===== src/rtl/uart_tx_cfg.sv =====
// Parametrised UART transmitter with a one-entry holding register and back-to-back framing.
// Optional line-break generation is enabled by defining UART_TX_BREAK_EN.
module uart_tx_cfg #(
    parameter int DATA_BITS   = 8,
    parameter int PARITY_MODE = 0,
    parameter int STOP_BITS   = 1
) (
    input  logic                 clk,
    input  logic                 rst,
    input  logic                 baud_tick,
    input  logic [DATA_BITS-1:0] data_in,
    input  logic                 tx_valid,
`ifdef UART_TX_BREAK_EN
    input  logic                 send_break,
`endif
    output logic                 tx_ready,
    output logic                 tx_out,
    output logic                 tx_busy,
    output logic                 tx_done
);

    if (DATA_BITS < 5 || DATA_BITS > 9) begin : g_bad_data_bits
        $error("uart_tx_cfg: DATA_BITS must be 5..9");
    end
    if (PARITY_MODE < 0 || PARITY_MODE > 2) begin : g_bad_parity_mode
        $error("uart_tx_cfg: PARITY_MODE must be 0, 1 or 2");
    end
    if (STOP_BITS < 1 || STOP_BITS > 2) begin : g_bad_stop_bits
        $error("uart_tx_cfg: STOP_BITS must be 1 or 2");
    end

    localparam logic [2:0] S_IDLE   = 3'd0;
    localparam logic [2:0] S_START  = 3'd1;
    localparam logic [2:0] S_DATA   = 3'd2;
    localparam logic [2:0] S_PARITY = 3'd3;
    localparam logic [2:0] S_STOP   = 3'd4;
`ifdef UART_TX_BREAK_EN
    localparam logic [2:0] S_BREAK  = 3'd5;
`endif

    logic [2:0]           state_q, state_d;
    logic [DATA_BITS-1:0] shift_q, shift_d;
    logic [DATA_BITS-1:0] hold_q, hold_d;
    logic                 hold_full_q, hold_full_d;
    logic                 par_q, par_d;
    logic [3:0]           cnt_q, cnt_d;
    logic                 out_q, out_d;
    logic                 busy_q, busy_d;
    logic                 done_q, done_d;
    logic                 btick_q;
    logic                 tick;
    logic                 load;

    assign tick     = baud_tick & ~btick_q;
    assign tx_ready = ~hold_full_q;
    assign tx_out   = out_q;
    assign tx_busy  = busy_q;
    assign tx_done  = done_q;

    always_comb begin
        state_d     = state_q;
        shift_d     = shift_q;
        hold_d      = hold_q;
        hold_full_d = hold_full_q;
        par_d       = par_q;
        cnt_d       = cnt_q;
        out_d       = out_q;
        busy_d      = busy_q;
        done_d      = 1'b0;
        load        = 1'b0;

        // Accept needs an empty hold and unload needs a full one, so they never collide.
        if (tx_valid && !hold_full_q) begin
            hold_d      = data_in;
            hold_full_d = 1'b1;
        end

        if (tick) begin
            case (state_q)
                S_IDLE: begin
`ifdef UART_TX_BREAK_EN
                    if (send_break) begin
                        state_d = S_BREAK;
                        out_d   = 1'b0;
                        busy_d  = 1'b1;
                    end else
`endif
                    if (hold_full_q) load = 1'b1;
                end
                S_START: begin
                    out_d   = shift_q[0];
                    shift_d = shift_q >> 1;
                    cnt_d   = '0;
                    state_d = S_DATA;
                end
                S_DATA: begin
                    if (cnt_q == 4'(DATA_BITS - 1)) begin
                        if (PARITY_MODE != 0) begin
                            out_d   = par_q;
                            state_d = S_PARITY;
                        end else begin
                            out_d   = 1'b1;
                            cnt_d   = '0;
                            state_d = S_STOP;
                        end
                    end else begin
                        out_d   = shift_q[0];
                        shift_d = shift_q >> 1;
                        cnt_d   = cnt_q + 4'd1;
                    end
                end
                S_PARITY: begin
                    out_d   = 1'b1;
                    cnt_d   = '0;
                    state_d = S_STOP;
                end
                S_STOP: begin
                    if (cnt_q == 4'(STOP_BITS - 1)) begin
                        done_d = 1'b1;
`ifdef UART_TX_BREAK_EN
                        if (send_break && hold_full_q) begin
                            state_d = S_BREAK;
                            out_d   = 1'b0;
                        end else
`endif
                        if (hold_full_q) begin
                            load = 1'b1;
                        end else begin
                            state_d = S_IDLE;
                            busy_d  = 1'b0;
                        end
                    end else begin
                        cnt_d = cnt_q + 4'd1;
                    end
                end
`ifdef UART_TX_BREAK_EN
                S_BREAK: begin
                    if (!send_break) begin
                        out_d   = 1'b1;
                        cnt_d   = '0;
                        state_d = S_STOP;
                    end
                end
`endif
                default: state_d = S_IDLE;
            endcase
        end

        // Parity is fixed at load time because the shift register is consumed as bits go out.
        if (load) begin
            shift_d     = hold_q;
            par_d       = (^hold_q) ^ (PARITY_MODE == 2);
            hold_full_d = 1'b0;
            out_d       = 1'b0;
            busy_d      = 1'b1;
            state_d     = S_START;
        end
    end

    always_ff @(posedge clk or negedge rst) begin
        if (!rst) begin
            state_q     <= S_IDLE;
            shift_q     <= '0;
            hold_q      <= '0;
            hold_full_q <= 1'b0;
            par_q       <= 1'b0;
            cnt_q       <= '0;
            out_q       <= 1'b1;
            busy_q      <= 1'b0;
            done_q      <= 1'b0;
            btick_q     <= 1'b0;
        end else begin
            state_q     <= state_d;
            shift_q     <= shift_d;
            hold_q      <= hold_d;
            hold_full_q <= hold_full_d;
            par_q       <= par_d;
            cnt_q       <= cnt_d;
            out_q       <= out_d;
            busy_q      <= busy_d;
            done_q      <= done_d;
            btick_q     <= baud_tick;
        end
    end

endmodule


===== config.mk =====
export PLATFORM = sky130hd
export DESIGN_NAME = uart_tx_cfg
export DESIGN_NICKNAME = d
export VERILOG_FILES = /design/src/rtl/uart_tx_cfg.sv
export SDC_FILE = /design/constraint.sdc
export NUM_CORES = 1
export LEC_CHECK = 0
export ABC_AREA = 1
export ABC_CLOCK_PERIOD_IN_PS = 3020
export CAP_MARGIN = 40
export CORE_UTILIZATION = 55
export CTS_CLUSTER_SIZE = 20
export DETAILED_ROUTE_END_ITERATION = 8
export PLACE_DENSITY_LB_ADDON = 0.12
export SYNTH_ARGS = -nofsm -noshare
export SYNTH_HDL_FRONTEND = slang
export SYNTH_SLANG_ARGS = --single-unit

===== constraint.sdc =====
create_clock -name clk -period 3.02 [get_ports clk]
set_clock_uncertainty 0.05 [all_clocks]
set_input_delay 0.453 -clock clk [delete_from_list [all_inputs] [get_ports clk]]
set_output_delay 0.453 -clock clk [all_outputs]
set_load 0.01 [all_outputs]

# Word level (Yosys, flattened, before mapping)
# Cells that the tools add are included.
totals:
  input_bits: 12
  register_bits: 28
  output_inout_bits: 4
  wordCells: 73
op_classes:
  addsub: 1
  eq_ne: 12
  reduce_logical: 17
  bitwise: 3
  n_mux: 31
ops:
  columns: ["operator", "count"]
  rows:
  - ["8-bit two-way mux", 3]
  - ["1-bit two-way mux", 16]
  - ["8-bit case mux with 2 select lines", 1]
  - ["3-bit two-way mux", 5]
  - ["3-bit case mux with 5 select lines", 1]
  - ["3-bit inequality test (second input constant)", 4]
  - ["4-bit case mux with 3 select lines", 1]
  - ["4-bit two-way mux", 2]
  - ["2-bit nonzero test", 4]
  - ["3-bit by 2-bit equality test with 1-bit output (second input constant)", 2]
  - ["3-bit AND reduction", 2]
  - ["3-bit nonzero test", 2]
  - ["5-bit AND reduction", 1]
  - ["4-bit by 1-bit adder with 4-bit output (second input constant)", 1]
  - ["4-bit by 3-bit equality test with 1-bit output (second input constant)", 1]
  - ["4-bit logical NOT", 1]
  - ["2-bit inequality test (second input constant)", 2]
  - ["4-bit AND reduction", 1]
  - ["4-bit nonzero test", 1]
  - ["3-bit by 1-bit equality test with 1-bit output (second input constant)", 1]
  - ["3-bit equality test (second input constant)", 1]
  - ["3-bit logical NOT", 1]
  - ["1-bit case mux with 3 select lines", 1]
  - ["2-bit by 1-bit inequality test with 1-bit output (second input constant)", 1]
  - ["7 further kinds", 8]

# Depth between registers and ports, before layout
# Gate-level depths: netlist of the first run.
logic_depth:
  word_depth: 6
  mapped_depth: 10
  depth_no_buf: 10

# Worst setup path after synthesis of the first run
# No wires, ideal clock.
synth_path:
  path_type: "register to register"
  start: "register cnt_q[0]"
  end: "register shift_q[7]"
  t_required_ps: 2854
  stages_incl_launch_ff: 10
  setup_time_ps: 116
  n_path_buf: 1
  slack_ps: 1632
  period_less_slack_ps: 1388
  arrival_time_ps: 1221
  cell_sequence: "dfrtp_1 > inv_1 > ha_1 > nand2_2 > nand2_4 > nand2_4 > buf_6 > clkinv_1 > nand2_1 > nand2_1"
synth_between:
  elab_chain_len: 6
  elab_cells_between_ends: 10
  cone_classes: "2 x eq/ne; 4 x mux; 4 x reduce/logical"
synth_lines:
  columns: ["element", "line", "source"]
  rows:
  - ["start, declared", "46", "logic [3:0] cnt_q, cnt_d;"]
  - ["start signal, assigned", "178", "cnt_q <= cnt_d;"]
  - ["4-bit logical NOT", "118", "if (cnt_q == 4'(STOP_BITS - 1)) begin"]
  - ["1-bit two-way mux", "118", null]
  - ["1-bit case mux with 2 select lines", "79", "case (state_q)"]
  - ["1-bit two-way mux", "78", "if (tick) begin"]
  - ["3-bit inequality test (no line), or another cell as far along", null, null]
  - ["3-bit AND reduction (no line)", null, null]
  - ["end signal, assigned", "174", "shift_q <= shift_d;"]
  - ["end, declared", "42", "logic [DATA_BITS-1:0] shift_q, shift_d;"]
# Parallel ways exist; a longest one is shown, timed or not.
# A chain may end at the register's enable or synchronous reset.

# Final worst setup path of the first run
layout_path:
  start: "register out_q, in the netlist tx_out"
  end: "output port tx_out"
layout_lines:
  columns: ["element", "line", "source"]
  rows:
  - ["start, declared", "47", "logic out_q, out_d;"]
  - ["start signal, assigned", "179", "out_q <= out_d;"]
  - ["end, declared", "17", "output logic tx_out,"]
# No word-level cell between the ends.

==> flow_summary.json, run 1 <==
{
  "timing.critical_path.max_delay_family": "flip-flops",
  "synth_area_per_cell_um2": 8.65,
  "timing.setup.critical_path_class": "reg -> out",
  "layout-area-overhead-vs-synth_pct": 14.4,
  "post_cts_resize_count": 0,
  "timing.fmax_mhz": 525,
  "run_status": "finished, final reports clean",
  "r2r_setup_slack_ns": 1.38,
  "grt_setup_unrepaired": "no",
  "maximum_number_of_pins_on_one_net_before_global_route_repair": 17,
  "n_antenna_cell": 0,
  "reg2reg_from": "cnt_q[0]",
  "grt_pass1_wl_mm": 4.71,
  "grt_antenna_before_repair": 0,
  "post-cts-setup-buffer-count": 0,
  "drt-total-wl_mm": 2.73,
  "port-buffer-count": 15,
  "power.share.switching": 0.410,
  "fraction_of_post_synthesis_cell_area_in_the_top_cell_type_by_area": 0.468,
  "cp.arrival_ns": 1.40,
  "min_period_ns": 1.90,
  "power.net_switching_w": 0.000595,
  "power.share.clock": 0.125,
  "crit_path_end_kind": "output pin",
  "final.hold.worst_slack_ns": 0.429,
  "worstSetupEndpoint": "tx_out",
  "global_route.overflow_total": 0,
  "routabilityCongestion": 0.854,
  "min_period_over_period": 0.630,
  "drc": 0,
  "clk-insertion-delay-late_ns": 0.33,
  "cts_num_sinks": 28,
  "timing.setup.tns_ns": 0,
  "fp.dieH_um": 53.3,
  "crit-reg2reg-capture": "shift_q[7]",
  "power-per-cell-area_nw_per_um2": 878,
  "worstSetupStartpoint": "tx_out",
  "core_area_um2": 2480,
  "detail_route.iter0.violations": 11,
  "grt_pass1_vias": 1127,
  "ctsRootBufferMaster": "clkbuf_4",
  "p_comb_frac": 0.426,
  "worst-r2r-cell-count": 9,
  "synth_cells": 167,
  "nNetsFinal": 199,
  "critical_path.max_stage_delay_ns": 0.56,
  "chipWidth_um": 53.3,
  "highest_delay_cell_along_the_critical_path": "dfstp_2",
  "boundary_pins": 16,
  "antenna_violating_nets_post_route": 0,
  "intPower_w": 0.000857,
  "timing.final.hold_violations": 0,
  "p_seq_frac": 0.449,
  "biggest_area_contributors_in_the_synthesized_netlist": "dfrtp_1, nand2_1, nand3_1",
  "path_max_fanout": 2,
  "fp-row-count": 18,
  "drt-pass1-iter-count": 4,
  "timing.slew.headroom": 0.602,
  "viasPerCell": 5.20,
  "cts_hold_buffers_added": 0,
  "drive_above_1_share": 0.174,
  "vdd_ir_drop_max_mv": 0.624,
  "worstPathRequired_ns": 2.52,
  "die_area_um2": 2840,
  "cap_violations": 0,
  "worstSetupStartpointType": "flip-flop",
  "yosys_register_bits": 28,
  "ys_warn_count": 0,
  "synth-seq-area-share": 0.486,
  "clkTransAtPathRegs_ns": 0.15,
  "total_leakage_power_nw": 0.852,
  "drt-wirelength-per-cell_um": 12.8,
  "synth_top_cell_by_area": "dfrtp_1",
  "h-tree-depth": 1,
  "cts-buffers-inserted": 3,
  "synth.distinct_cells": 23,
  "worst_margin_pin_slew_ns": 0.596,
  "critical_path.cell_chain": "clkdlybuf4s50_1",
  "critical_path_depth": 1,
  "grt_usage": 0.236,
  "synth.cell_area_um2": 1450,
  "tritoncts": "done",
  "hpwl_mm": 2.10,
  "holdCritPathClass": "in -> async",
  "max-clock-path-buffers": 2,
  "slew_viol_final": 0,
  "num_vias": 1112,
  "filler_cell_count": 227,
  "timing.final.setup_violations": 0,
  "postSynthNetCount": 181,
  "initial_utilization": 0.583,
  "worst-path-buf-inv": 1
}
[how the worst min path moves through the flow]
stage,end,slack (ns),from,cells past startpoint
floorplan,btick_q,0.11,rst,0
global placement,tx_out,0.41,tx_out,2
detailed placement,tx_out,0.41,tx_out,2
CTS,tx_out,0.43,tx_out,2
global route,tx_done,0.46,rst,1
finish,tx_done,0.43,rst,1
[worst register-to-register path, delay by kind of cell, from the launching register on]
family        cells  cell delay (ns)
fa+ha+maj         1             0.19
buf+inv           1             0.09
flops             1             0.44
simple gates      7             0.80
[synthesized netlist by cell type (all sizes together)]
library cell   n
xnor2          2
nand2         69
o21ai          4
mux2           8
dfstp          1
inv           12
nand3         23
nor3           2
nor2          10
dfrtp         27
clkinv         1
buf            3
a21oi          3
ha             2
[power groups by stage]
stage	Combinational [W]	Clock, W	Sequential, W
final	0.000619	0.000181	0.000652
after global routing	0.000702	0.000201	0.000670
after CTS	0.000622	0.000187	0.000652
after detailed placement	0.000619	0	0.000659
after global placement	0.000596	0	0.000659
after floorplan	0.000494	0	0.000620
[layer usage]
metal,vias up,track usage,wire length [um]
met5,-,0,0
met4,0,0.132,87
met3,10,0.0374,67
met2,26,0.431,1410
met1,508,0.252,1160
li1,568,-,-
[flip-flops by register name (all words and copies together), names as in the netlist]
signal       cells
btick_q          1
cnt_q            4
hold_full_q      1
hold_q           8
shift_q          8
state_q          3
tx_busy          1
tx_done          1
tx_out           1
[cell families after synthesis]
| group | synth area share |
|---|---|
| fa+ha+maj | 0.0173 |
| compound gates | 0.0242 |
| xor+xnor | 0.0121 |
| flops | 0.486 |
| simple gates | 0.348 |
| buf+inv | 0.0502 |
| mux | 0.0623 |
[per-stage QoR]
step / setup slack (ns) / power (W) / area, um2 / utilization / instances
2_1_floorplan: 1.63 / 0.00111 / 1450 / - / 167
4_1_cts: 1.10 / 0.00146 / 1650 / 0.667 / 214
3_3_place_gp: 0.864 / 0.00125 / 1620 / 0.653 / 210
3_5_place_dp: 0.888 / 0.00128 / 1620 / 0.653 / 210
5_1_grt: 1.06 / 0.00157 / 1650 / 0.667 / 214
6_report: 1.12 / 0.00145 / 1650 / 0.667 / 214
[placed cells by master (no fill, tap or decap), types with 4 or more instances in the layout]
| master | synthesis | layout |
|---|---|---|
| nand2_1 | 57 | 57 |
| inv_1 | 11 | 11 |
| nand3_1 | 23 | 23 |
| nor2_1 | 5 | 5 |
| mux2_2 | 8 | 8 |
| clkdlybuf4s50_1 | 0 | 15 |
| nand2_4 | 4 | 4 |
| nand2_2 | 8 | 8 |
| dfrtp_1 | 27 | 27 |
[layout make-up]
class	count	area (um2)	share of cell area
inverters	13	48.8	0.0295
flip-flops and latches	28	702	0.425
multi-input cells	123	671	0.406
repair buffers	16	158	0.0954
well taps	30	37.5	0.0227
clock buffers	4	36.3	0.0220
Power figures use the tool's default switching activity.
==> run 2, diff against run 1 <==
--- a/config.mk
+++ b/config.mk
@@ -6,7 +6,7 @@
 export NUM_CORES = 1
 export LEC_CHECK = 0
 export ABC_AREA = 1
-export ABC_CLOCK_PERIOD_IN_PS = 3020
+export ABC_CLOCK_PERIOD_IN_PS = 1900
 export CAP_MARGIN = 40
 export CORE_UTILIZATION = 55
 export CTS_CLUSTER_SIZE = 20
==> constraint.sdc (replaced) <==
create_clock -name clk -period 1.9 [get_ports clk]
set_clock_uncertainty 0.05 [all_clocks]
set_input_delay 0.285 -clock clk [delete_from_list [all_inputs] [get_ports clk]]
set_output_delay 0.285 -clock clk [all_outputs]
set_load 0.01 [all_outputs]
==> flow_summary.json, run 2 (synthesized netlist as in run 1, its figures left out) <==
{
  "run_status": "finished, final reports clean",
  "worstSetupEndpoint": "tx_out",
  "timing.final.setup_violations": 0,
  "maximum_number_of_pins_on_one_net_before_global_route_repair": 29,
  "clk-insertion-delay-late_ns": 0.33,
  "timing.setup.tns_ns": 0,
  "critical_path_depth": 1,
  "port-buffer-count": 15,
  "min_period_over_period": 0.921,
  "cp.arrival_ns": 1.42,
  "cap_violations": 0,
  "global_route.overflow_total": 0,
  "tritoncts": "done",
  "layout_common_cells": "nand2_1, dfrtp_1, nand3_1",
  "nNetsFinal": 202,
  "die_area_um2": 2840,
  "total_leakage_power_nw": 0.867,
  "timing.final.hold_violations": 0,
  "clkTransAtPathRegs_ns": 0.15,
  "detail_route.iter0.violations": 21,
  "drive_above_1_share": 0.187,
  "worst-path-buf-inv": 1,
  "drc": 0,
  "worst-r2r-cell-count": 9,
  "reg2reg_from": "cnt_q[0]",
  "h-tree-depth": 1,
  "crit-reg2reg-capture": "shift_q[5]",
  "biggest_registers_after_layout": "hold_q: 8 flops, shift_q: 8 flops, cnt_q: 4 flops",
  "highest_delay_cell_along_the_critical_path": "dfstp_2",
  "critical_path.cell_chain": "clkdlybuf4s50_1",
  "post-cts-setup-buffer-count": 0,
  "worstPathRequired_ns": 1.56,
  "cts_num_sinks": 28,
  "min_period_ns": 1.75,
  "grt_pass1_vias": 1096,
  "worstSetupStartpointType": "flip-flop",
  "holdCritPathClass": "in -> async",
  "crit_path_end_kind": "output pin",
  "final.hold.worst_slack_ns": 0.259,
  "path_max_fanout": 2,
  "power-per-cell-area_nw_per_um2": 1370,
  "worst_margin_pin_slew_ns": 0.350,
  "antenna_violating_nets_post_route": 0,
  "fin_total_pwr_w": 0.00230,
  "r2r_setup_slack_ns": 0.28,
  "core_area_um2": 2480,
  "post_cts_resize_count": 0,
  "filler_cell_count": 213,
  "final_core_utilization": 0.676,
  "hpwl_mm": 1.96,
  "timing.setup.critical_path_class": "reg -> out",
  "grt_antenna_before_repair": 0,
  "worstSetupStartpoint": "tx_out",
  "grt_pass1_wl_mm": 4.57,
  "timing.slew.headroom": 0.766,
  "max-clock-path-buffers": 2,
  "fp-row-count": 18,
  "layout-area-overhead-vs-synth_pct": 15.9,
  "slew_viol_final": 0,
  "num_vias": 1106,
  "timing.fmax_mhz": 571,
  "critical_path.max_stage_delay_ns": 0.56,
  "drt-wirelength-per-cell_um": 11.9,
  "cts_hold_buffers_added": 0,
  "routabilityCongestion": 0.782,
  "drt-pass1-iter-count": 4,
  "boundary_pins": 16,
  "chipWidth_um": 53.3,
  "vdd_ir_drop_max_mv": 0.877,
  "grt_setup_unrepaired": "no",
  "n_antenna_cell": 0,
  "cts-buffers-inserted": 3,
  "layout.cells.most_common": "nand2_1",
  "drt-total-wl_mm": 2.59,
  "viasPerCell": 5.10,
  "initial_utilization": 0.583,
  "grt_usage": 0.226,
  "timing.critical_path.max_delay_family": "flip-flops",
  "ctsRootBufferMaster": "clkbuf_4",
  "fp.dieH_um": 53.3
}
run 2: routing by layer:
metal,share of wire,GRT usage,vias to the layer above
met4,0.0097,0.0789,0
met1,0.44,0.268,506
met3,0.025,0.0345,4
li1,-,-,574
met5,0,0,-
met2,0.52,0.406,22
run 2: where the power goes:
part | total (W) | internal, W | switching (W)
clock network | 0.000294 | 0.000117 | 0.000177
registers | 0.00102 | 0.000833 | 0.000189
logic | 0.000983 | 0.000419 | 0.000564
run 2: worst min-delay path by stage:
| stage | from | to | cells past startpoint |
|---|---|---|---|
| 2_1_floorplan | rst | btick_q | 0 |
| 3_3_place_gp | tx_out | tx_out | 2 |
| 3_5_place_dp | tx_out | tx_out | 2 |
| 4_1_cts | rst | cnt_q[0] | 2 |
| 5_1_grt | rst | state_q[2] | 2 |
| 6_report | rst | state_q[1] | 2 |
run 2: layout make-up:
type	instances	area [um2]	share of cell area
multi-input combinational	123	671	0.400
sequential	28	702	0.419
clock buffer	4	36.3	0.0217
timing repair buffer	19	180	0.108
tap	30	37.5	0.0224
inverter	13	48.8	0.0291
run 2: metrics by stage:
step	cell area [um2]	setup slack, ns	cells
global route	1680	0.101	217
detailed placement	1640	0.0785	213
global placement	1640	0.154	213
finish	1680	0.150	217
CTS	1680	0.141	217
floorplan	1450	0.512	167
